==> config.mk <==
export PLATFORM = sky130hd
export DESIGN_NAME = countdown_ctrl_flat
export DESIGN_NICKNAME = d
export VERILOG_FILES = /design/src/rtl/countdown_pkg.sv /design/src/rtl/countdown_ctrl_if.sv /design/src/rtl/countdown_ctrl_tick_div.sv /design/src/rtl/countdown_ctrl.sv /design/src/flat_wrapper.sv
export SDC_FILE = /design/constraint.sdc
export NUM_CORES = 1
export LEC_CHECK = 0
export BUFFER_PORTS_ARGS = -buffer_cell sky130_fd_sc_hd__clkbuf_2
export CAP_MARGIN = 10
export CORE_UTILIZATION = 56
export CTS_CLUSTER_SIZE = 30
export DETAILED_ROUTE_END_ITERATION = 8
export GPL_TIMING_DRIVEN = 0
export PLACE_DENSITY = 0.78
export SLEW_MARGIN = 0
export SYNTH_ARGS = -nofsm -noshare
export SYNTH_HDL_FRONTEND = slang
export SYNTH_SLANG_ARGS = --single-unit
==> constraint.sdc <==
create_clock -name clk -period 2.97 [get_ports clk]
set_clock_uncertainty 0.1 [all_clocks]
set_input_delay 0.594 -clock clk [delete_from_list [all_inputs] [get_ports clk]]
set_output_delay 0.594 -clock clk [all_outputs]
set_load 0.05 [all_outputs]
==> src/rtl/countdown_pkg.sv <==
// Shared types and sizing for the countdown sequencer that drives the 4-bit down counter.
package countdown_pkg;

  localparam int WIDTH_DEF = 4;
  localparam int DIV_W     = 8;

  typedef enum logic [1:0] {
    IDLE = 2'd0,
    LOAD = 2'd1,
    RUN  = 2'd2,
    DONE = 2'd3
  } state_e;

endpackage

==> src/rtl/countdown_ctrl_if.sv <==
// Request and counter-facing signals of countdown_ctrl, grouped into one bundle.
interface countdown_ctrl_if #(
  parameter int WIDTH = countdown_pkg::WIDTH_DEF
);
  logic             start;
  logic [WIDTH-1:0] start_val;
  logic             abort;
  logic [WIDTH-1:0] cnt_in;
  logic             zero_in;
  logic             latch_out;
  logic [WIDTH-1:0] in_out;
  logic             dec_out;
  logic             busy;
  logic             done;
  logic             err;

  modport master (
    output start, start_val, abort, cnt_in, zero_in,
    input  latch_out, in_out, dec_out, busy, done, err
  );

  modport slave (
    input  start, start_val, abort, cnt_in, zero_in,
    output latch_out, in_out, dec_out, busy, done, err
  );
endinterface

==> src/rtl/countdown_ctrl_tick_div.sv <==
// Dec-rate prescaler: while enabled, tick is high once every DIV cycles, on the last one.
module tick_div
  import countdown_pkg::*;
#(
  parameter int DIV = 1
) (
  input  logic clk,
  input  logic rst,
  input  logic clr,
  input  logic en,
  output logic tick
);

  localparam logic [DIV_W-1:0] LAST = DIV_W'(DIV - 1);

  logic [DIV_W-1:0] r_cnt;

  assign tick = en && (r_cnt == LAST);

  // NOTE: clocked state uses non-blocking assignments so every register samples pre-edge values.
  always_ff @(posedge clk) begin
    if (rst || clr) begin
      r_cnt <= '0;
    end else if (en) begin
      r_cnt <= tick ? '0 : r_cnt + 1'b1;
    end
  end

endmodule

==> src/rtl/countdown_ctrl.sv <==
// Sequences latch/dec pulses into the down counter and shadows its count to detect tracking errors.
module countdown_ctrl
  import countdown_pkg::*;
#(
  parameter int WIDTH = WIDTH_DEF,
  parameter int DIV   = 1
) (
  input  logic             clk,
  input  logic             rst,
  countdown_ctrl_if.slave  ctl
);

  state_e           r_state;
  state_e           w_next;
  logic [WIDTH-1:0] r_shadow;
  logic [WIDTH-1:0] r_in;
  logic             r_latch;
  logic             r_busy;
  logic             r_done;
  logic             r_err;
  logic             w_tick;
  logic             w_dec;
  logic             w_accept;
  logic             w_set_err;
  logic             w_run;
  logic             w_mismatch;

  assign w_run      = (r_state == RUN);
  assign w_mismatch = w_run && (ctl.cnt_in != r_shadow);

  tick_div #(.DIV(DIV)) u_tick_div (
    .clk  (clk),
    .rst  (rst),
    .clr  (!w_run),
    .en   (w_run),
    .tick (w_tick)
  );

  // NOTE: every output of this block gets a default first, so no path can infer a latch.
  always_comb begin
    w_next    = r_state;
    w_dec     = 1'b0;
    w_accept  = 1'b0;
    w_set_err = 1'b0;
    unique case (r_state)
      IDLE: begin
        if (ctl.start && !ctl.abort) begin
          w_next   = LOAD;
          w_accept = 1'b1;
        end
      end
      LOAD: w_next = ctl.abort ? IDLE : RUN;
      RUN: begin
        // Abort beats the tracking check, which beats completion, which beats a dec.
        if (ctl.abort) begin
          w_next = IDLE;
        end else if (w_mismatch) begin
          w_next    = IDLE;
          w_set_err = 1'b1;
        end else if (ctl.zero_in) begin
          w_next = DONE;
        end else if (w_tick) begin
          w_dec = 1'b1;
        end
      end
      DONE:    w_next = IDLE;
      default: w_next = IDLE;
    endcase
  end

  always_ff @(posedge clk) begin
    if (rst) begin
      r_state  <= IDLE;
      r_shadow <= '0;
      r_in     <= '0;
      r_latch  <= 1'b0;
      r_busy   <= 1'b0;
      r_done   <= 1'b0;
      r_err    <= 1'b0;
    end else begin
      r_state <= w_next;
      r_latch <= (w_next == LOAD);
      r_busy  <= (w_next != IDLE);
      r_done  <= (w_next == DONE);
      if (w_accept) begin
        r_in     <= ctl.start_val;
        r_shadow <= ctl.start_val;
        r_err    <= 1'b0;
      end else begin
        if (w_set_err) r_err <= 1'b1;
        // Shadow steps on the same edge the counter consumes the dec.
        if (w_dec) r_shadow <= r_shadow - WIDTH'(1);
      end
    end
  end

  assign ctl.latch_out = r_latch;
  assign ctl.in_out    = r_in;
  assign ctl.dec_out   = w_dec;
  assign ctl.busy      = r_busy;
  assign ctl.done      = r_done;
  assign ctl.err       = r_err;

endmodule
==> src/flat_wrapper.sv <==
// flat-port wrapper written by rule: the top's interface ports become plain ports
module countdown_ctrl_flat import countdown_pkg::*;
#(
  parameter int WIDTH = WIDTH_DEF,
  parameter int DIV   = 1
)
  (clk, rst, ctl_start, ctl_start_val, ctl_abort, ctl_cnt_in, ctl_zero_in, ctl_latch_out, ctl_in_out, ctl_dec_out, ctl_busy, ctl_done, ctl_err);
  countdown_ctrl_if #(.WIDTH(WIDTH)) ctl_i ();
  input  logic clk;
  input  logic rst;
  input wire logic [$bits(ctl_i.start)-1:0] ctl_start;
  input wire logic [$bits(ctl_i.start_val)-1:0] ctl_start_val;
  input wire logic [$bits(ctl_i.abort)-1:0] ctl_abort;
  input wire logic [$bits(ctl_i.cnt_in)-1:0] ctl_cnt_in;
  input wire logic [$bits(ctl_i.zero_in)-1:0] ctl_zero_in;
  output wire logic [$bits(ctl_i.latch_out)-1:0] ctl_latch_out;
  output wire logic [$bits(ctl_i.in_out)-1:0] ctl_in_out;
  output wire logic [$bits(ctl_i.dec_out)-1:0] ctl_dec_out;
  output wire logic [$bits(ctl_i.busy)-1:0] ctl_busy;
  output wire logic [$bits(ctl_i.done)-1:0] ctl_done;
  output wire logic [$bits(ctl_i.err)-1:0] ctl_err;
  assign ctl_i.start = ctl_start;
  assign ctl_i.start_val = ctl_start_val;
  assign ctl_i.abort = ctl_abort;
  assign ctl_i.cnt_in = ctl_cnt_in;
  assign ctl_i.zero_in = ctl_zero_in;
  assign ctl_latch_out = ctl_i.latch_out;
  assign ctl_in_out = ctl_i.in_out;
  assign ctl_dec_out = ctl_i.dec_out;
  assign ctl_busy = ctl_i.busy;
  assign ctl_done = ctl_i.done;
  assign ctl_err = ctl_i.err;
  countdown_ctrl #(.WIDTH(WIDTH), .DIV(DIV)) u_core (.clk(clk), .rst(rst), .ctl(ctl_i));
endmodule
==> summary.md <==
| Metric | Value |
|---|---|
| H-tree level count | `1` |
| Initial drt markers | `18` |
| Routability Congestion | `0.7636` |
| Grt total ovfl | `0` |
| Max Fclk | `365.4 MHz` |
| Slowest library cell on the worst path | `or4b_1` |
| First-pass GRT wire length | `3.415 mm` |
| Clk sinks | `22` |
| Crit Path Class | `reg -> out` |
| Hold_buf cts | `0` |
| Starting Density | `0.6086` |
| Final hold vios | `0` |
| Tmin final | `2.737 ns` |
| DRC | `0` |
| Total Routed Length | `2.052 mm` |
| Critical path capture point type | `output pin` |
| Startpoint Class | `flop` |
| Area of the multi-input gates | `576.8 um2` |
| Syn-to-layout area delta | `14.49%` |
| Clock tree from TritonCTS | `done` |
| I/O Buffers | `20` |
| Max Cap Viol | `0` |
| Synthesized Nets | `134` |
| Commonest non-fill, non-tap cells in the layout | `dfxtp_1, clkbuf_2, nor2_1` |
| Clk buf depth | `2` |
| Net Sw Frac | `0.2710` |
| Pre-CTS setup slack | `0.5073 ns` |
| Site Rows | `15` |
| Critical R2R Capture | `u_core.r_shadow[3]` |
| WP data arrival | `2.04 ns` |
| CP Buf/Inv Count | `2` |
| Setup TNS | `0 ns` |
| Layout cells sized above 1 | `0.1986` |
| Slew HR | `0.5880` |
| R2R setup slack | `0.93 ns` |
| Vias in the first global route | `813` |
| Register area share after synthesis | `0.4146` |
| Buffer count from post-CTS setup fixing | `0` |
| Slew Limit Fails | `0` |
| ANT cells | `0` |
| Final net count | `159` |
| DRT Pass-1 Iters | `5` |
| Clock insertion delay at the later pin of the skew report | `0.31 ns` |
| Setup violators final | `0` |
| Status | `finished clean` |
| P_leak | `0.4673 nW` |
| Die ar. | `2075 um2` |
| Psw | `0.1397 mW` |
| Final period util | `0.9216` |
| Clk slew on worst S/H paths | `0.12 ns` |
| Dpl hpwl | `1.563 mm` |
| Worst flop-to-flop path startpoint | `u_core.u_tick_div.r_cnt[0]` |
| Max IR drop VDD | `272.8 uV` |
| Crit-path leading delay family | `simple AND/OR/NAND/NOR gates` |
| Total CTS buffers | `3` |
| Placed cell area | `1194 um2` |
| Ys Warns | `0` |
| Flop pwr share | `0.602` |
| Max FO, Critical Path | `6` |
| Cells along the critical path | `inv_1, ha_1, or4b_1, and2b_2, and3_1, clkbuf_2` |
| Reg area | `440.4 um2` |
| Design Area, Final | `1216 um2` |
| Die width | `45.56 um` |
| Netlist cell types | `33` |
| CP max stage delay | `0.46 ns` |
| Largest net degree at the start of global routing | `12` |
| Combinational share of power | `0.140` |
| CTS Root Cell | `clkbuf_4` |
| Setup ws final | `0.2329 ns` |
| Clock share of power | `0.259` |
| Worst hold start | `u_core.ctl.in_out[0]` |
| Pwr per Cell Area | `424.0 nW/um2` |
| Pint | `0.3759 mW` |
| Hold Path Class | `reg -> reg` |
| Commonest non-fill, non-tap cell in the layout | `dfxtp_1` |
| I/O pins | `22` |
| Via density | `5.530` |
| Core area | `1745 um2` |
| FF-to-FF path depth | `6` |
| Post-synthesis instance total | `118` |
| Worst hold path cell count | `2` |
| Slew @ Worst Pin | `0.6164 ns` |
| CTS resizes | `0` |
| Synthesized flop and latch total | `22` |
| Hold EP | `u_core.ctl.in_out[0]` |
| Total GRT Usage | `0.2279` |
| WL/cell | `12.36 um` |
| Routed via count | `918` |
| Post-Syn Area | `1062 um2` |
| Die H | `45.56 um` |
| Req. time, crit path | `2.28 ns` |
| RSZ-0062 raised after global routing | `false` |
| Final ANT Viol Nets | `0` |
| Initial antenna violation count | `0` |
| Synthesized area per cell | `9.002 um2` |
| Final-layout fill cell count | `159` |
## power groups by stage
stage / clock network, mW / logic [mW] / registers [mW]
2_1_floorplan: 0 / 0.0372 / 0.330
3_3_place_gp: 0 / 0.0698 / 0.317
3_5_place_dp: 0 / 0.0718 / 0.317
4_1_cts: 0.134 / 0.0722 / 0.310
5_1_grt: 0.145 / 0.0793 / 0.312
6_report: 0.133 / 0.0720 / 0.310
## cells by family after synthesis
kind of cell | Yosys count | synth area share
AO/OA/AOI/OAI | 21 | 0.1237
XOR/XNOR | 10 | 0.08245
adder cells (fa/ha/maj) | 3 | 0.03534
buffers and inverters | 12 | 0.04240
flip-flops | 22 | 0.4146
AND/OR/NAND/NOR | 50 | 0.3015
## worst max path at each step
stage	start	end	cells after the start
after global routing	u_core.u_tick_div.r_cnt[0]	ctl_dec_out	6
final	u_core.u_tick_div.r_cnt[0]	ctl_dec_out	6
after global placement	ctl_cnt_in[3]	ctl_dec_out	5
after CTS	u_core.u_tick_div.r_cnt[0]	ctl_dec_out	6
after floorplan	ctl_abort	ctl_dec_out	3
after detailed placement	ctl_cnt_in[2]	ctl_dec_out	5
## synthesized netlist by cell type, drive strengths merged
cell,count,area (um2)
or4b,2,20.02
or4,2,15.01
and4b,1,10.01
a31oi,4,25.02
nand3,1,5.000
a21boi,1,7.510
nor2,11,41.29
dfxtp,22,440.4
a21oi,5,25.02
o221ai,1,8.760
and3,2,12.51
ha,3,37.54
nor3,3,15.01
nand2b,2,12.51
clkbuf,4,15.01
nor4b,2,30.03
nand2,10,37.54
a211oi,1,7.510
nand4,5,46.29
or3,4,25.02
o2111ai,1,8.760
nand3b,1,20.02
and2b,1,8.760
xor2,6,52.55
nor4,1,6.260
o21ai,5,25.02
o2bb2ai,1,8.760
inv,8,30.03
xnor2,4,35.03
nor2b,1,6.260
and4,1,8.760
o31ai,2,15.01
## layout make-up
| class | count | area share |
|---|---|---|
| multi-input cells | 84 | 0.4743 |
| well taps | 25 | 0.02572 |
| repair buffers | 20 | 0.08230 |
| plain buffers | 4 | 0.01235 |
| clock buffers | 3 | 0.01852 |
| flip-flops and latches | 22 | 0.3621 |
| inverters | 8 | 0.02469 |
## through the flow
step                      cells  power [mW]    util  hold slack [ns]
final                       166      0.5157  0.6968           0.3638
after global routing        166      0.5360  0.6968           0.3889
after CTS                   166      0.5165  0.6968           0.3632
after detailed placement    163      0.3887  0.6839           0.3465
after global placement      163      0.3864  0.6839           0.3425
after floorplan             118      0.3669       -           0.3487
## tightest hold or removal path, delay by kind of cell, from the launching register on
kind	cells	cell delay, ns
and+or+nand+nor	1	0.05
DFF	1	0.33
AOI/OAI and AO/OA	1	0.05
## sequential cells by signal (all words and copies together), names as in the netlist
register and cells:
u_core.u_tick_div.r_cnt 8, u_core.ctl.in_out 4, u_core.r_shadow 4, u_core.r_state 2, u_core.ctl.busy 1, u_core.ctl.done 1
u_core.ctl.err 1, u_core.ctl.latch_out 1
## metal layers
metal | GRT usage | routed length, um | up-vias
li1 | - | - | 468
met1 | 0.3032 | 935 | 415
met2 | 0.3657 | 991 | 31
met3 | 0.03571 | 95 | 4
met4 | 0.09091 | 29 | 0
met5 | 0 | 0 | -
(Power assumes the default switching activity.)
